===== src/rtl/bios_loader.sv =====
// Streams the BIOS image from the HPS ioctl byte channel into the Next186 BIOS write port.
// Bytes are packed little-endian into words, buffered in a small FIFO and released in address order.
module bios_loader #(
   parameter int         WORDS      = 8192,
   parameter int         AW         = 13,
   parameter logic [7:0] INDEX      = 8'h00,
   parameter int         FIFO_DEPTH = 4,
   parameter int         RST_HOLD   = 16
) (
   input  logic          clk_sys,
   input  logic          reset_n,
   input  logic          ioctl_download,
   input  logic          ioctl_wr,
   input  logic [24:0]   ioctl_addr,
   input  logic [7:0]    ioctl_dout,
   input  logic [7:0]    ioctl_index,
   output logic          ioctl_wait,
   output logic [AW-1:0] bios_addr,
   output logic [15:0]   bios_din,
   output logic          bios_wr,
   input  logic          bios_req,
   output logic          bios_loaded,
   output logic          core_reset,
   output logic          overflow
);

   localparam int PW = $clog2(FIFO_DEPTH);
   localparam int CW = PW + 1;
   localparam int HW = $clog2(RST_HOLD + 1) + 1;
   localparam logic [24:0]   BYTE_LIMIT = 25'(2 * WORDS);
   localparam logic [CW-1:0] WAIT_HI    = CW'(FIFO_DEPTH - 1);
   localparam logic [HW-1:0] HOLD_LAST  = HW'(RST_HOLD - 1);

   typedef enum logic [1:0] {
      IDLE  = 2'd0,
      LOAD  = 2'd1,
      DRAIN = 2'd2,
      DONE  = 2'd3
   } state_t;

   state_t          state_q, state_d;
   logic            dl_q, dl_d;
   logic [7:0]      latch_q, latch_d;
   logic            latch_vld_q, latch_vld_d;
   logic [15:0]     mem_q [FIFO_DEPTH];
   logic [15:0]     mem_d [FIFO_DEPTH];
   logic [PW-1:0]   rd_ptr_q, rd_ptr_d, wr_ptr_q, wr_ptr_d;
   logic [CW-1:0]   count_q, count_d;
   logic [AW-1:0]   addr_q, addr_d;
   logic [15:0]     din_q, din_d;
   logic            wr_q, wr_d;
   logic            wait_q, wait_d;
   logic            loaded_q, loaded_d;
   logic            core_rst_q, core_rst_d;
   logic            ovf_q, ovf_d;
   logic            popped_q, popped_d;
   logic [HW-1:0]   hold_q, hold_d;

   logic            dl_acc, rise, fall, clear, take_byte, push, pop;
   logic [15:0]     push_word;
   logic [7:0]      latch_base;
   logic [PW-1:0]   rd_base, wr_base;
   logic [CW-1:0]   cnt_base, remain;

   // Next-state computation for the sequencer, byte packer and word FIFO.
   always_comb begin
      dl_acc      = ioctl_download && (ioctl_index == INDEX);
      rise        = dl_acc && !dl_q;
      fall        = !dl_acc && dl_q;
      state_d     = state_q;
      dl_d        = dl_acc;
      latch_d     = latch_q;
      latch_vld_d = latch_vld_q;
      mem_d       = mem_q;
      addr_d      = addr_q;
      ovf_d       = ovf_q;
      popped_d    = popped_q;
      hold_d      = hold_q;
      loaded_d    = loaded_q;
      core_rst_d  = core_rst_q;
      clear       = 1'b0;
      take_byte   = 1'b0;
      push        = 1'b0;
      push_word   = 16'h0000;

      case (state_q)
         IDLE: begin
            if (rise) begin
               state_d   = LOAD;
               clear     = 1'b1;
               take_byte = ioctl_wr;
            end else begin
               state_d = IDLE;
            end
         end
         LOAD: begin
            if (fall) begin
               state_d     = DRAIN;
               latch_d     = 8'h00;
               latch_vld_d = 1'b0;
               if (latch_vld_q) begin
                  push      = 1'b1;
                  push_word = {8'h00, latch_q};
               end else begin
                  push = 1'b0;
               end
            end else begin
               take_byte = ioctl_wr && dl_acc;
            end
         end
         DRAIN: begin
            if (count_q == {CW{1'b0}}) begin
               state_d = popped_q ? DONE : IDLE;
            end else begin
               state_d = DRAIN;
            end
         end
         DONE: begin
            if (rise) begin
               state_d   = LOAD;
               clear     = 1'b1;
               take_byte = ioctl_wr;
            end else begin
               loaded_d = 1'b1;
               // Hold counting starts on the first cycle bios_loaded is visible.
               if (loaded_q && (hold_q >= HOLD_LAST)) begin
                  core_rst_d = 1'b0;
               end else if (loaded_q) begin
                  hold_d = hold_q + HW'(1);
               end else begin
                  hold_d = hold_q;
               end
            end
         end
         default: begin
            state_d = IDLE;
         end
      endcase

      if (clear) begin
         latch_d     = 8'h00;
         latch_vld_d = 1'b0;
         addr_d      = {AW{1'b0}};
         ovf_d       = 1'b0;
         popped_d    = 1'b0;
         hold_d      = {HW{1'b0}};
         loaded_d    = 1'b0;
         core_rst_d  = 1'b1;
      end else begin
         popped_d = popped_q;
      end

      latch_base = clear ? 8'h00 : latch_q;
      if (take_byte) begin
         if (ioctl_addr >= BYTE_LIMIT) begin
            ovf_d = 1'b1;
         end else if (!ioctl_addr[0]) begin
            latch_d     = ioctl_dout;
            latch_vld_d = 1'b1;
         end else begin
            push        = 1'b1;
            push_word   = {ioctl_dout, latch_base};
            latch_d     = 8'h00;
            latch_vld_d = 1'b0;
         end
      end else begin
         latch_base = latch_base;
      end

      rd_base  = clear ? {PW{1'b0}} : rd_ptr_q;
      wr_base  = clear ? {PW{1'b0}} : wr_ptr_q;
      cnt_base = clear ? {CW{1'b0}} : count_q;
      pop      = bios_req && wr_q && ((state_q == LOAD) || (state_q == DRAIN));

      if (pop) begin
         rd_ptr_d = rd_base + PW'(1);
         addr_d   = addr_q + AW'(1);
         popped_d = 1'b1;
      end else begin
         rd_ptr_d = rd_base;
      end

      if (push) begin
         mem_d[wr_base] = push_word;
         wr_ptr_d       = wr_base + PW'(1);
      end else begin
         wr_ptr_d = wr_base;
      end

      remain  = cnt_base - CW'(pop);
      count_d = remain + CW'(push);

      // A word pushed into an empty FIFO bypasses the array so it is visible next cycle.
      if (push && (remain == {CW{1'b0}})) begin
         din_d = push_word;
      end else if (remain != {CW{1'b0}}) begin
         din_d = mem_q[rd_ptr_d];
      end else begin
         din_d = 16'h0000;
      end

      wr_d   = (count_d != {CW{1'b0}});
      wait_d = (count_d >= WAIT_HI);
   end

   // State and output registers with synchronous active-low reset.
   always_ff @(posedge clk_sys) begin
      if (!reset_n) begin
         state_q     <= IDLE;
         dl_q        <= 1'b0;
         latch_q     <= 8'h00;
         latch_vld_q <= 1'b0;
         mem_q       <= '{default: 16'h0000};
         rd_ptr_q    <= {PW{1'b0}};
         wr_ptr_q    <= {PW{1'b0}};
         count_q     <= {CW{1'b0}};
         addr_q      <= {AW{1'b0}};
         din_q       <= 16'h0000;
         wr_q        <= 1'b0;
         wait_q      <= 1'b0;
         loaded_q    <= 1'b0;
         core_rst_q  <= 1'b1;
         ovf_q       <= 1'b0;
         popped_q    <= 1'b0;
         hold_q      <= {HW{1'b0}};
      end else begin
         state_q     <= state_d;
         dl_q        <= dl_d;
         latch_q     <= latch_d;
         latch_vld_q <= latch_vld_d;
         mem_q       <= mem_d;
         rd_ptr_q    <= rd_ptr_d;
         wr_ptr_q    <= wr_ptr_d;
         count_q     <= count_d;
         addr_q      <= addr_d;
         din_q       <= din_d;
         wr_q        <= wr_d;
         wait_q      <= wait_d;
         loaded_q    <= loaded_d;
         core_rst_q  <= core_rst_d;
         ovf_q       <= ovf_d;
         popped_q    <= popped_d;
         hold_q      <= hold_d;
      end
   end

   assign ioctl_wait  = wait_q;
   assign bios_addr   = addr_q;
   assign bios_din    = din_q;
   assign bios_wr     = wr_q;
   assign bios_loaded = loaded_q;
   assign core_reset  = core_rst_q;
   assign overflow    = ovf_q;

endmodule


===== config.mk =====
export PLATFORM = sky130hd
export DESIGN_NAME = bios_loader
export DESIGN_NICKNAME = d
export VERILOG_FILES = /design/src/rtl/bios_loader.sv
export SDC_FILE = /design/constraint.sdc
export NUM_CORES = 1
export LEC_CHECK = 0
export CORE_UTILIZATION = 34
export DETAILED_ROUTE_END_ITERATION = 10
export GPL_TIMING_DRIVEN = 0
export RECOVER_POWER = 100
export SLEW_MARGIN = 30
export SYNTH_ARGS = -nofsm -noshare
export SYNTH_HDL_FRONTEND = slang
export SYNTH_SLANG_ARGS = --single-unit

===== constraint.sdc =====
create_clock -name clk_sys -period 7.9 [get_ports clk_sys]
set_input_delay 1.975 -clock clk_sys [delete_from_list [all_inputs] [get_ports clk_sys]]
set_output_delay 1.975 -clock clk_sys [all_outputs]
set_load 0.1 [all_outputs]

==> results of run 1 <==
==> synthesized netlist by cell type (all sizes together), types with 4 or more instances <==
cell | n | area [um^2]
a211oi | 11 | 87.6
a21boi | 9 | 67.6
a21oi | 12 | 60.1
a22o | 33 | 289
a311oi | 4 | 35.0
a31oi | 10 | 62.6
a32o | 8 | 80.1
a32oi | 9 | 78.8
a41oi | 6 | 52.6
and2 | 4 | 25.0
and3 | 24 | 150
buf | 7 | 33.8
clkbuf | 31 | 116
dfxtp | 124 | 2480
ha | 15 | 188
inv | 20 | 75.1
nand2 | 53 | 199
nand3 | 39 | 208
nand4 | 9 | 56.3
nor2 | 37 | 139
nor3 | 9 | 61.3
nor4 | 5 | 58.8
o21a | 4 | 30.0
o21ai | 25 | 125
o22ai | 37 | 257
o2bb2ai | 40 | 350
o311ai | 8 | 70.1
xnor2 | 4 | 35.0
==> power by group through the flow <==
stage / clock (mW) / sequential [mW] / combinational [mW]
CTS: 0.820 / 0.625 / 0.0528
floorplan: 0 / 0.639 / 0.0221
detailed placement: 0 / 0.639 / 0.0527
finish: 0.811 / 0.625 / 0.0515
global placement: 0 / 0.639 / 0.0521
global route: 0.856 / 0.625 / 0.0542
==> through the flow <==
stage                     hold slack, ns  cell area [um^2]  cells
after floorplan                    0.424              5770    631
after global placement             0.436              6710    917
after detailed placement           0.440              6710    917
after global routing               0.466              7260    950
after CTS                          0.459              7320    949
final                              0.455              7260    950
==> metal layers <==
layer	vias up	part of all wire [%]	track usage (%)
met5	-	0	0
met1	2730	44	28.0
met4	0	2.6	11.3
met2	268	46	33.9
li1	2635	-	-
met3	41	8.0	4.96
==> path summary, 6_finish.rpt <==
check | end | depth (start not counted) | from
worst max-delay path | bios_din[3] | 13 | ioctl_index[5]
worst min-delay path | mem_q[40] | 1 | mem_q[40]
worst max register to register | bios_din[3] | 14 | state_q[0]
worst min register to register | mem_q[40] | 1 | mem_q[40]
==> layout make-up <==
type / instances / area, um^2
plain buffers: 38 / 144
clock buffers: 17 / 425
clock inverters: 15 / 185
fillers: 1628 / 9330
inverters: 20 / 75.1
multi-input cells: 449 / 3010
flip-flops and latches: 124 / 2480
well taps: 220 / 275
repair buffers: 67 / 664
==> registers in the layout (all words and copies together), names as in the netlist, 2 cells and up <==
signal	flops
hold_q	6
bios_addr	13
rd_ptr_q	2
count_q	3
wr_ptr_q	2
latch_q	8
mem_q	64
state_q	2
bios_din	16
==> cell families (layout without fill, tap and decap cells) <==
| logic type | count (synthesis) | count (layout) | synth area share, % |
|---|---|---|---|
| xor+xnor | 5 | 5 | 0.759 |
| mux | 2 | 2 | 0.390 |
| buf+inv | 58 | 157 | 3.90 |
| fa+ha+maj | 15 | 15 | 3.25 |
| simple gates | 198 | 198 | 17.9 |
| flops | 124 | 124 | 43.0 |
| compound gates | 229 | 229 | 30.8 |
==> results.json, run 1 <==
{
  "run_status": "finished with violations",
  "failing_checks": "max-capacitance violations, max-slew violations",
  "yosysUniqueCellTypes": 61,
  "floorplan.rows": 47,
  "hold_buf_count_cts": 0,
  "diodes": 0,
  "timing.critical_path.fanout_max": 10,
  "hold_class": "reg2reg",
  "arrival_ns": 6.70,
  "syn_avg_cell_area_um2": 9.15,
  "grt_remaining_overflow": 0,
  "final_net_count": 778,
  "endpoint_kind": "register",
  "timing_hold_violations_final": 0,
  "floorplan.die.width_um": 132,
  "pre_cts_ws_ns": 1.77,
  "totalNegativeSetupSlack_ns": 0,
  "worst-path-buf-inv": 4,
  "ys_seq_elements": 124,
  "pwr-share-clk_pct": 54.5,
  "groute.usage.overall_pct": 21.7,
  "cts_buffer_depth": 2,
  "drc": 0,
  "finalCoreUtilization_pct": 43.8,
  "clock_sink_count": 124,
  "area_of_the_mapped_netlist_um2": 5770,
  "pwr_per_cell_area_nw_per_um2": 205,
  "drtAntennaViolNets": 0,
  "timing.max_slew.rel_slack_pct": -8.01,
  "cts_max_level": 4,
  "post-cts-setup-buffer-count": 0,
  "number_of_ports_placed_on_the_die_boundary": 80,
  "dp_hpwl_um": 12900,
  "globalplace.congestion": 0.888,
  "floorplan.die.height_um": 132,
  "critical_path.slowest_cell": "sky130_fd_sc_hd__a211oi_1",
  "detail_route.first_pass.iterations": 7,
  "post_cts_resize_count": 0,
  "insertion_delay_ns": 0.42,
  "sequential_element_share_of_the_synthesized_area_pct": 43.0,
  "achievable-frequency_mhz": 157,
  "power_frac_comb_pct": 3.5,
  "post_drt_wl_per_cell_um": 19.7,
  "worstPathCellList": "dlygate4sd3_1 > nor4_1 > clkbuf_1 > nand4_1 > clkbuf_1 > nand2_1 > ha_1 > ha_1 > inv_1 > nor2_1 > o211ai_1 > a211oi_1 > a32o_1",
  "timing_worst_slew_pin_value_ns": 1.61,
  "p_total_mw": 1.49,
  "sw_frac_of_total_pct": 22.9,
  "yosys_warnings": 0,
  "timing.reg2reg.setup_slack_ns": 3.00,
  "worst_voltage_drop_across_the_vdd_grid_uv": 142,
  "max-cap-violations": 1,
  "port_buffers": 66,
  "synth-edff-count": 0,
  "area_inside_the_core_boundary_um2": 16600,
  "synth_top_flop_cell": "sky130_fd_sc_hd__dfxtp_1",
  "crit_required_ns": 8.25,
  "grt_max_degree": 17,
  "power.net_switching_mw": 0.341,
  "synth-async-reset-ratio_pct": 0,
  "layout_setup_ws_ns": 1.55,
  "cts_tree": "built",
  "clk_pin_slew_ns": 0.06,
  "post-route-period-util_pct": 80.4,
  "ctsRootBufferMaster": "sky130_fd_sc_hd__clkbuf_16",
  "setup_violations": 0,
  "seqPwrFrac_pct": 42.0,
  "antenna_found_initial": 0,
  "final_period_minus_worst_setup_slack_ns": 6.35,
  "worst_path_dominant_cell_family": "compound AO/OA/AOI/OAI gates",
  "syn_to_final_growth_pct": 25.7,
  "grt_pass1_wl_um": 29200,
  "cts_inserted_buffers": 17,
  "finClkSkew_ns": 0.00668,
  "dr.first_iter.drc_count": 620,
  "internal_power_mw": 1.15,
  "layout.cells.most_common": "sky130_fd_sc_hd__dfxtp_1",
  "start_util_pct": 34.8,
  "routed-via-count": 5674,
  "cellLeakagePower_nw": 2.66,
  "rsz0062_at_grt": "false",
  "mappedNetlistNets": 692,
  "design.die.area_um2": 17500,
  "crit_path_max_incr_delay_ns": 1.33,
  "grt_pass1_vias": 5450,
  "post_route_cells_drive_above_1_share_pct": 6.30,
  "vias_per_cell": 5.97,
  "slew_violations": 9,
  "synth_cells": 631,
  "commonest_cells_after_routing_fill_and_taps_aside": "sky130_fd_sc_hd__dfxtp_1 (124), sky130_fd_sc_hd__nand2_1 (53), sky130_fd_sc_hd__o2bb2ai_1 (40), sky130_fd_sc_hd__nand3_1 (39)",
  "type_of_element_launching_the_critical_path": "primary input",
  "postRouteWirelength_um": 18700,
  "crit_type": "in2reg"
}
Power figures use the tool's default switching activity.
==> inputs of run 2 (changes only) <==
clock period = 6.4 ns   (was 7.9 ns; I/O delays follow)
==> run 2 against run 1 <==
Effect of this change: the run now ends clean; clock power is 23% higher; via count is 0.11% lower; combinational power is 24% higher; critical path depth is 5 lower; routed wire length is 0.17% higher; total power is 24% higher; register-to-register slack worse by 0.98 ns; sequential power is 24% higher; sequential share of layout area hardly changed; non-clock buffer count stayed put; highest routed layer unchanged.
==> results.json, run 2 (same netlist as run 1, synthesis figures left out) <==
{
  "globalplace.congestion": 0.888,
  "clock_sink_count": 124,
  "achievable-frequency_mhz": 178,
  "grt_remaining_overflow": 0,
  "arrival_ns": 5.93,
  "endpoint_kind": "register",
  "run_status": "finished clean",
  "totalNegativeSetupSlack_ns": 0,
  "cellLeakagePower_nw": 2.66,
  "setup_violations": 0,
  "floorplan.die.width_um": 132,
  "diodes": 0,
  "pre_cts_ws_ns": 0.649,
  "max-cap-violations": 0,
  "post_drt_wl_per_cell_um": 19.7,
  "cts_max_level": 4,
  "timing_worst_slew_pin_value_ns": 1.28,
  "finalCoreUtilization_pct": 43.8,
  "antenna_found_initial": 0,
  "cts_inserted_buffers": 17,
  "groute.usage.overall_pct": 21.7,
  "commonest_cells_after_routing_fill_and_taps_aside": "sky130_fd_sc_hd__dfxtp_1 (124), sky130_fd_sc_hd__nand2_1 (53), sky130_fd_sc_hd__o2bb2ai_1 (40), sky130_fd_sc_hd__nand3_1 (39)",
  "cts_tree": "built",
  "power_frac_comb_pct": 3.5,
  "largest_register": "mem_q",
  "pwr_per_cell_area_nw_per_um2": 253,
  "area_inside_the_core_boundary_um2": 16600,
  "port_buffers": 66,
  "grt_pass1_vias": 5450,
  "grt_max_degree": 17,
  "timing_hold_violations_final": 0,
  "floorplan.rows": 47,
  "layout.cells.most_common": "sky130_fd_sc_hd__dfxtp_1",
  "slew_violations": 0,
  "floorplan.die.height_um": 132,
  "drtAntennaViolNets": 0,
  "post_route_cells_drive_above_1_share_pct": 6.71,
  "insertion_delay_ns": 0.43,
  "start_util_pct": 34.8,
  "vias_per_cell": 5.97,
  "power.net_switching_mw": 0.423,
  "dr.first_iter.drc_count": 549,
  "layout_setup_ws_ns": 0.783,
  "cts_buffer_depth": 2,
  "final_net_count": 778,
  "drc": 0,
  "routed-via-count": 5668,
  "post-route-period-util_pct": 87.8,
  "postRouteWirelength_um": 18700,
  "post_cts_resize_count": 0,
  "clk_pin_slew_ns": 0.06,
  "ctsRootBufferMaster": "sky130_fd_sc_hd__clkbuf_16",
  "seqPwrFrac_pct": 42.0,
  "critical_path.slowest_cell": "sky130_fd_sc_hd__nor4_1",
  "detail_route.first_pass.iterations": 6,
  "worstPathCellList": "dlygate4sd3_1 > nor4_1 > clkbuf_1 > nand3_1 > nor4_1 > o22ai_1 > clkbuf_1 > a22o_1",
  "finClkSkew_ns": 0.00829,
  "crit_required_ns": 6.71,
  "hold_class": "reg2reg",
  "pwr-share-clk_pct": 54.5,
  "timing.max_slew.rel_slack_pct": 13.8,
  "rsz0062_at_grt": "false",
  "syn_to_final_growth_pct": 25.8,
  "post-cts-setup-buffer-count": 0,
  "crit_type": "in2reg",
  "timing.critical_path.fanout_max": 10,
  "final_period_minus_worst_setup_slack_ns": 5.62,
  "worst-path-buf-inv": 3,
  "p_total_mw": 1.84,
  "worst_path_dominant_cell_family": "simple AND/OR/NAND/NOR gates",
  "type_of_element_launching_the_critical_path": "primary input",
  "hold_buf_count_cts": 0,
  "sw_frac_of_total_pct": 23.0,
  "fillerInstances": 1628,
  "hold_ws_ns": 0.456,
  "internal_power_mw": 1.42,
  "design.die.area_um2": 17500,
  "number_of_ports_placed_on_the_die_boundary": 80,
  "dp_hpwl_um": 12900,
  "number_of_flip_flops_under_the_largest_register_name": 64,
  "worst_voltage_drop_across_the_vdd_grid_uv": 178,
  "grt_pass1_wl_um": 29200,
  "crit_path_max_incr_delay_ns": 1.16
}
[run 2: changes by cell type in the layout (fill, tap and decap cells not counted)]
cell                       before  now
sky130_fd_sc_hd__clkbuf_1      37   35
sky130_fd_sc_hd__a211oi_2       0    1
sky130_fd_sc_hd__buf_2          1    3
sky130_fd_sc_hd__a211oi_1      11   10
[run 2: worst reg2reg max path, delay by kind of cell, from the launching register on]
| family | cells | cell delay (ns) |
|---|---|---|
| buf+inv | 3 | 0.79 |
| simple gates | 4 | 0.74 |
| compound gates | 4 | 1.58 |
| fa+ha+maj | 3 | 0.81 |
| flops | 1 | 0.38 |
[run 2: power groups by stage]
stage | combinational [mW] | clock (mW) | sequential (mW)
after CTS | 0.0652 | 1.01 | 0.772
after global routing | 0.0671 | 1.06 | 0.772
after floorplan | 0.0272 | 0 | 0.789
after global placement | 0.0643 | 0 | 0.789
final | 0.0637 | 1.00 | 0.772
after detailed placement | 0.0651 | 0 | 0.789
[run 2: per-layer routing]
layer	track usage [%]	vias up	share of wire (%)
met5	0	-	0
met4	11.3	0	2.7
met3	4.96	45	8.1
met2	33.9	262	46
met1	28.0	2728	43
li1	-	2633	-
[run 2: path summary, 6_finish.rpt]
kind / slack [ns] / cells past startpoint / endpoint / from
worst max-delay path: 0.78 / 8 / mem_q[7] / ioctl_index[5]
worst min-delay path: 0.46 / 1 / mem_q[44] / mem_q[44]
worst max register to register: 2.02 / 14 / bios_din[6] / state_q[0]
worst min register to register: 0.46 / 1 / mem_q[44] / mem_q[44]
[run 2: through the flow]
stage / cell area (um^2) / std cells
floorplan: 5770 / 631
global placement: 6710 / 917
detailed placement: 6710 / 917
CTS: 7320 / 949
global route: 7260 / 950
finish: 7260 / 950
[run 2: layout make-up]
cell class / count / area [um^2] / share of cell area [%]
clock buffer: 17 / 425 / 5.86
sequential: 124 / 2480 / 34.2
tap: 220 / 275 / 3.79
inverter: 20 / 75.1 / 1.03
clock inverter: 15 / 185 / 2.55
buffer: 38 / 146 / 2.02
timing repair buffer: 67 / 664 / 9.15
multi-input combinational: 449 / 3010 / 41.4
==> inputs of run 3 (changes only) <==
==> constraint.sdc (replaced) <==
create_clock -name clk_sys -period 6.4 [get_ports clk_sys]
set_input_delay 1.6 -clock clk_sys [delete_from_list [all_inputs] [get_ports clk_sys]]
set_output_delay 1.6 -clock clk_sys [all_outputs]
set_load 0.02 [all_outputs]
==> results of run 3 <==
Same layout as run 2 (identical final DEF). Status: finished clean.
